<file path="config.mk">
export PLATFORM = sky130hd
export DESIGN_NAME = idct_pass_sequencer_flat
export DESIGN_NICKNAME = d
export VERILOG_FILES = /design/src/rtl/idct_pass_sequencer_if.sv /design/src/rtl/idct_pass_sequencer.sv /design/src/flat_wrapper.sv
export SDC_FILE = /design/constraint.sdc
export NUM_CORES = 1
export LEC_CHECK = 0
export ABC_AREA = 0
export CORE_ASPECT_RATIO = 1.1
export CORE_MARGIN = 2
export CORE_UTILIZATION = 30
export DETAILED_ROUTE_END_ITERATION = 8
export PLACE_DENSITY = 0.51
export SYNTH_ARGS = -nofsm -noshare
export SYNTH_HDL_FRONTEND = slang
export SYNTH_SLANG_ARGS = --single-unit
</file>
<file path="constraint.sdc">
create_clock -name clk -period 1.8 [get_ports clk]
set_input_delay 0.54 -clock clk [delete_from_list [all_inputs] [get_ports clk]]
set_output_delay 0.54 -clock clk [all_outputs]
set_load 0.005 [all_outputs]
</file>
<file path="src/rtl/idct_pass_sequencer_if.sv">
// Bundle between the two-pass IDCT sequencer and its surroundings.
//   start, src_ready           : block request and pass-1 coefficient availability
//   busy, done                 : block status
//   dp_valid/pass/idx          : vector issued to the row-element datapath
//   dp_shift, dp_add           : final-stage rounding for the current pass
//   res_valid/pass/idx         : tag of the result leaving the datapath
// slave is the sequencer side; master is the block that drives start/src_ready.
interface idct_pass_sequencer_if;
  logic        start;
  logic        src_ready;
  logic        busy;
  logic        done;
  logic        dp_valid;
  logic        dp_pass;
  logic [2:0]  dp_idx;
  logic [3:0]  dp_shift;
  logic [24:0] dp_add;
  logic        res_valid;
  logic        res_pass;
  logic [2:0]  res_idx;

  modport slave (
    input  start, src_ready,
    output busy, done,
    output dp_valid, dp_pass, dp_idx, dp_shift, dp_add,
    output res_valid, res_pass, res_idx
  );

  modport master (
    output start, src_ready,
    input  busy, done,
    input  dp_valid, dp_pass, dp_idx, dp_shift, dp_add,
    input  res_valid, res_pass, res_idx
  );
endinterface

</file>
<file path="src/rtl/idct_pass_sequencer.sv">
// Two-pass 8x8 IDCT controller. Issues eight column vectors (pass 1, gated by
// src_ready), waits for the datapath to drain, issues eight row vectors
// (pass 2), then pulses done. A LAT-deep tracking line tags every result.
// Ports:
//   clk   : clock, rising edge
//   reset : synchronous, active-low
//   bus   : idct_pass_sequencer_if.slave (start/src_ready in, status, issue and
//           result tags out)
module idct_pass_sequencer #(
  parameter int unsigned LAT       = 9,
  parameter int unsigned BIT_DEPTH = 8
) (
  input  logic                 clk,
  input  logic                 reset,
  idct_pass_sequencer_if.slave bus
);

  localparam int unsigned IDX_W   = 3;
  localparam int unsigned SHIFT_W = 4;
  localparam int unsigned ADD_W   = 25;
  localparam int unsigned S1      = 7;
  localparam int unsigned ADD1    = 64;
  localparam int unsigned S2      = 20 - BIT_DEPTH;
  localparam int unsigned ADD2    = 1 << (S2 - 1);
  localparam logic [IDX_W-1:0] LAST_IDX = IDX_W'(7);

  typedef enum logic [2:0] {
    IDLE, PASS1, DRAIN1, PASS2, DRAIN2, DONE
  } state_t;

  typedef struct packed {
    logic             valid;
    logic             pass;
    logic [IDX_W-1:0] idx;
  } tag_t;

  state_t               state;
  logic [IDX_W-1:0]     count;
  logic                 pass_q;
  logic [SHIFT_W-1:0]   shift_q;
  logic [ADD_W-1:0]     add_q;
  logic                 busy_q;
  logic                 done_q;
  logic                 issue;
  logic                 drained;
  tag_t                 line [LAT];

  // Issue is combinational on src_ready so a bubble costs exactly one cycle.
  assign issue = ((state == PASS1) && bus.src_ready) || (state == PASS2);

  // Every stage but the tail is empty: the last result is on res_* now (or
  // already gone), so the next cycle may switch rounding safely.
  always_comb begin
    drained = 1'b1;
    for (int unsigned i = 0; i < LAT - 1; i++) begin
      if (line[i].valid) drained = 1'b0;
    end
  end

  // Tracking line: mirrors the datapath latency, bubbles included.
  always_ff @(posedge clk) begin
    if (!reset) begin
      line <= '{default: '0};
    end else begin
      line[0] <= '{valid: issue, pass: pass_q, idx: count};
      for (int unsigned i = 1; i < LAT; i++) begin
        line[i] <= line[i-1];
      end
    end
  end

  // Pass sequencing, issue counter and rounding configuration.
  always_ff @(posedge clk) begin
    if (!reset) begin
      state   <= IDLE;
      count   <= '0;
      pass_q  <= 1'b0;
      shift_q <= '0;
      add_q   <= '0;
      busy_q  <= 1'b0;
      done_q  <= 1'b0;
    end else begin
      done_q <= 1'b0;
      unique case (state)
        IDLE: begin
          if (bus.start) begin
            state   <= PASS1;
            count   <= '0;
            pass_q  <= 1'b0;
            shift_q <= SHIFT_W'(S1);
            add_q   <= ADD_W'(ADD1);
            busy_q  <= 1'b1;
          end
        end
        PASS1: begin
          if (bus.src_ready) begin
            count <= count + 1'b1;
            if (count == LAST_IDX) state <= DRAIN1;
          end
        end
        DRAIN1: begin
          if (drained) begin
            state   <= PASS2;
            count   <= '0;
            pass_q  <= 1'b1;
            shift_q <= SHIFT_W'(S2);
            add_q   <= ADD_W'(ADD2);
          end
        end
        PASS2: begin
          count <= count + 1'b1;
          if (count == LAST_IDX) state <= DRAIN2;
        end
        DRAIN2: begin
          if (drained) begin
            state  <= DONE;
            done_q <= 1'b1;
          end
        end
        DONE: begin
          // start is ignored here; the next accept happens in IDLE.
          state  <= IDLE;
          busy_q <= 1'b0;
        end
        default: state <= IDLE;
      endcase
    end
  end

  assign bus.busy      = busy_q;
  assign bus.done      = done_q;
  assign bus.dp_valid  = issue;
  assign bus.dp_pass   = pass_q;
  assign bus.dp_idx    = count;
  assign bus.dp_shift  = shift_q;
  assign bus.dp_add    = add_q;
  assign bus.res_valid = line[LAT-1].valid;
  assign bus.res_pass  = line[LAT-1].pass;
  assign bus.res_idx   = line[LAT-1].idx;

endmodule

</file>
<file path="src/flat_wrapper.sv">
// flat-port wrapper written by rule: the top's interface ports become plain ports
module idct_pass_sequencer_flat 
#(
  parameter int unsigned LAT       = 9,
  parameter int unsigned BIT_DEPTH = 8
)
  (clk, reset, bus_start, bus_src_ready, bus_busy, bus_done, bus_dp_valid, bus_dp_pass, bus_dp_idx, bus_dp_shift, bus_dp_add, bus_res_valid, bus_res_pass, bus_res_idx);
  idct_pass_sequencer_if bus_i ();
  input  logic clk;
  input  logic reset;
  input wire logic [$bits(bus_i.start)-1:0] bus_start;
  input wire logic [$bits(bus_i.src_ready)-1:0] bus_src_ready;
  output wire logic [$bits(bus_i.busy)-1:0] bus_busy;
  output wire logic [$bits(bus_i.done)-1:0] bus_done;
  output wire logic [$bits(bus_i.dp_valid)-1:0] bus_dp_valid;
  output wire logic [$bits(bus_i.dp_pass)-1:0] bus_dp_pass;
  output wire logic [$bits(bus_i.dp_idx)-1:0] bus_dp_idx;
  output wire logic [$bits(bus_i.dp_shift)-1:0] bus_dp_shift;
  output wire logic [$bits(bus_i.dp_add)-1:0] bus_dp_add;
  output wire logic [$bits(bus_i.res_valid)-1:0] bus_res_valid;
  output wire logic [$bits(bus_i.res_pass)-1:0] bus_res_pass;
  output wire logic [$bits(bus_i.res_idx)-1:0] bus_res_idx;
  assign bus_i.start = bus_start;
  assign bus_i.src_ready = bus_src_ready;
  assign bus_busy = bus_i.busy;
  assign bus_done = bus_i.done;
  assign bus_dp_valid = bus_i.dp_valid;
  assign bus_dp_pass = bus_i.dp_pass;
  assign bus_dp_idx = bus_i.dp_idx;
  assign bus_dp_shift = bus_i.dp_shift;
  assign bus_dp_add = bus_i.dp_add;
  assign bus_res_valid = bus_i.res_valid;
  assign bus_res_pass = bus_i.res_pass;
  assign bus_res_idx = bus_i.res_idx;
  idct_pass_sequencer #(.LAT(LAT), .BIT_DEPTH(BIT_DEPTH)) u_core (.clk(clk), .reset(reset), .bus(bus_i));
endmodule
</file>
==> qor.txt <==
Status: finished clean
First-pass GRT wire length: 4880 um
Most common cell after layout, fill and taps aside: dfxtp_1
Residual DRC: 0
Post-DP HPWL: 2070 um
Root Buffer: clkbuf_8
Primary FF master, synth: dfxtp_1
GRT Overall Usage: 0.0850
CTS tree: yes
Clk sinks: 56
Synth top area share: 0.551
CP max FO: 2
CP Capture Point: bus_dp_valid
Initial antenna violation count: 0
DR vias: 1,219
Gr ovfl total: 0
Worst hold slack: 0.436 ns
Syn avg cell area: 10.4 um2
Worst-path cell chain: clkdlybuf4s15_1 > or2_4 > and2_4 > buf_2
Metal3 WL: 131 um
DR top layer: met4
Initial Utilization: 0.310
Drt wl/cell: 9.72 um
R2R cell count: 3
Async SR Flop Fraction: 0
DIE AREA: 7450 um2
Clock-pin slew on the worst setup and hold paths: 0.08 ns
Fin crit share: 0.972
Design Area, Final: 2360 um2
F_max: 0.572 GHz
Largest net degree at the start of global routing: 27
Worst path max stage delay: 0.25 ns
Final setup TNS: 0 ns
Number of H-tree levels: 2
DIE WIDTH: 82.5 um
Vias/cell: 4.02
RD Place Congestion: 0.829
Unrepaired setup endpoints after global routing: no
Top Ports: 45
Number of synthesized register bits: 56
Netlist cell types: 32
Worst clock skew: 0.00573 ns
Core area: 6560 um2
Wire length on met1: 1380 um
CP Launch Point: bus_src_ready
Leakage dissipation: 0.991 nW
Number of flops mapped to enable cells by yosys: 0
Routed Antenna Nets: 0
# setup viols final: 0
Diode count: 0
Clock Path Buffers: 2
Critical Path RT: 1.26 ns
Slew Viols, Final: 0
Num CTS Buffers: 5
Sequential fraction of the synthesis area: 0.551
Crit start category: input port
Tmin final: 1.75 ns
Reg2Reg Setup Slack: 0.49 ns
Area leader, netlist: dfxtp_1
Pre-Repair DR Iteration Count: 4
RR Startpoint: u_core.line[24]
Worst hold path class: register to register
Final WL: 2950 um
Core Rows: 31
Synth Warn #: 0
DIE HEIGHT: 90.3 um
Max_cap viols: 0
WP data arrival: 1.21 ns
Final Hold Fails: 0
FF-to-FF End: u_core.bus.dp_idx[0]
Total power: 0.00209 W
Top cells by area, synth: dfxtp_1, and2_1, buf_4, a21oi_1, o211ai_1
Slowest CP cell: or2_4
Peak VDD IR: 362 uV
Pwr/cell area: 885 nW/um2
Met2 WL: 1380 um
DP Area: 2260 um2
Most frequent cells in the layout: dfxtp_1, and2_1, conb_1, clkdlybuf4s50_1, buf_4
Post-Syn Instances: 195
Fill cells: 680
NumNets Final: 226
Number of port buffers: 21
CP Class: input port to output port
Setup crit end kind: output port
Layout cells sized above 1: 0.131
Starting DRT DRC Count: 50
Clk_lat worst skew: 0.30 ns
Area growth, synth to finish: 15.9%
Synth Cell Area: 2030 um2
Vias in the first global route: 1,095
-- through the flow --
| step | util | std cells | setup WS [ns] |
|---|---|---|---|
| after floorplan | - | 217 | 0.277 |
| after global placement | 0.344 | 294 | -0.551 |
| after detailed placement | 0.344 | 294 | -0.552 |
| after CTS | 0.358 | 302 | 0.00500 |
| after global routing | 0.360 | 303 | 0.00210 |
| final | 0.360 | 303 | 0.0508 |
-- final cells by class --
| class | count | area (um2) | share of cell area |
|---|---|---|---|
| Clock buffer | 8 | 90.1 | 0.0382 |
| Timing Repair Buffer | 33 | 295 | 0.125 |
| Inverter | 5 | 18.8 | 0.00796 |
| Tap cell | 82 | 103 | 0.0435 |
| Sequential cell | 56 | 1120 | 0.477 |
| Multi-Input combinational cell | 119 | 726 | 0.308 |
-- flip-flops by register name, indices dropped and copies added (netlist names) --
signal and flops:
u_core.line 40, u_core.bus.dp_idx 3, u_core.bus.res_idx 3, u_core.state 3, u_core.bus.dp_shift 2, u_core.bus.busy 1, u_core.bus.done 1, u_core.bus.dp_add 1
u_core.bus.res_pass 1, u_core.bus.res_valid 1
-- logic make-up after synthesis --
family,count (synthesis),share of synthesized area
buffers and inverters,42,0.135
adders and majority gates,2,0.0123
DFF,56,0.551
muxes,1,0.00492
other,1,0.00184
and+or+nand+nor,69,0.218
AOI/OAI and AO/OA,24,0.0763
-- what timing repair did --
item | in CTS | in global routing
gates cloned | 0 | 0
endpoints found under the hold margin | 0 | 0
pin swaps | 0 | 1
setup buffers | 0 | 1
hold buffers | 0 | 0
setup endpoints to repair | 5 | 4
gates resized for setup | 9 | 2
-- Yosys cell counts (3+ instances only) --
cell type / count
a21oi_1: 8
and2_1: 42
and3_1: 3
buf_2: 3
buf_4: 30
clkbuf_1: 4
dfxtp_1: 56
inv_1: 5
nand2_1: 5
nand4_1: 3
nor2_1: 3
o211ai_1: 5
o21ai_0: 5
-- power breakdown --
group | total, W | switching, W | leakage (nW) | internal, W
logic | 0.000142 | 0.0000696 | 0.492 | 0.0000726
clock network | 0.000676 | 0.000362 | 0.0455 | 0.000314
registers | 0.00127 | 0.0000119 | 0.454 | 0.00125
total | 0.00209 | 0.000444 | 0.991 | 0.00164
-- per-layer routing --
metal | vias up | global-route usage
li1 | 635 | -
met1 | 549 | 0.106
met2 | 28 | 0.124
met3 | 7 | 0.0320
met4 | 0 | 0.0464
met5 | - | 0
-- how the worst min path moves through the flow --
stage	startpoint	to	slack, ns	cells past startpoint
6_report	u_core.line[7]	u_core.bus.res_idx[2]	0.44	1
5_1_grt	u_core.line[33]	u_core.line[28]	0.45	1
4_1_cts	u_core.line[35]	u_core.line[30]	0.44	1
3_5_place_dp	u_core.line[36]	u_core.line[31]	0.42	1
3_3_place_gp	u_core.line[42]	u_core.line[37]	0.41	1
2_1_floorplan	u_core.line[5]	u_core.bus.res_idx[0]	0.41	1
-- worst max-delay path, delay by kind of cell --
family | cells | cell delay (ns)
and+or+nand+nor | 2 | 0.38
buffers and inverters | 2 | 0.29
No activity file was read; power rests on OpenSTA's default activity.
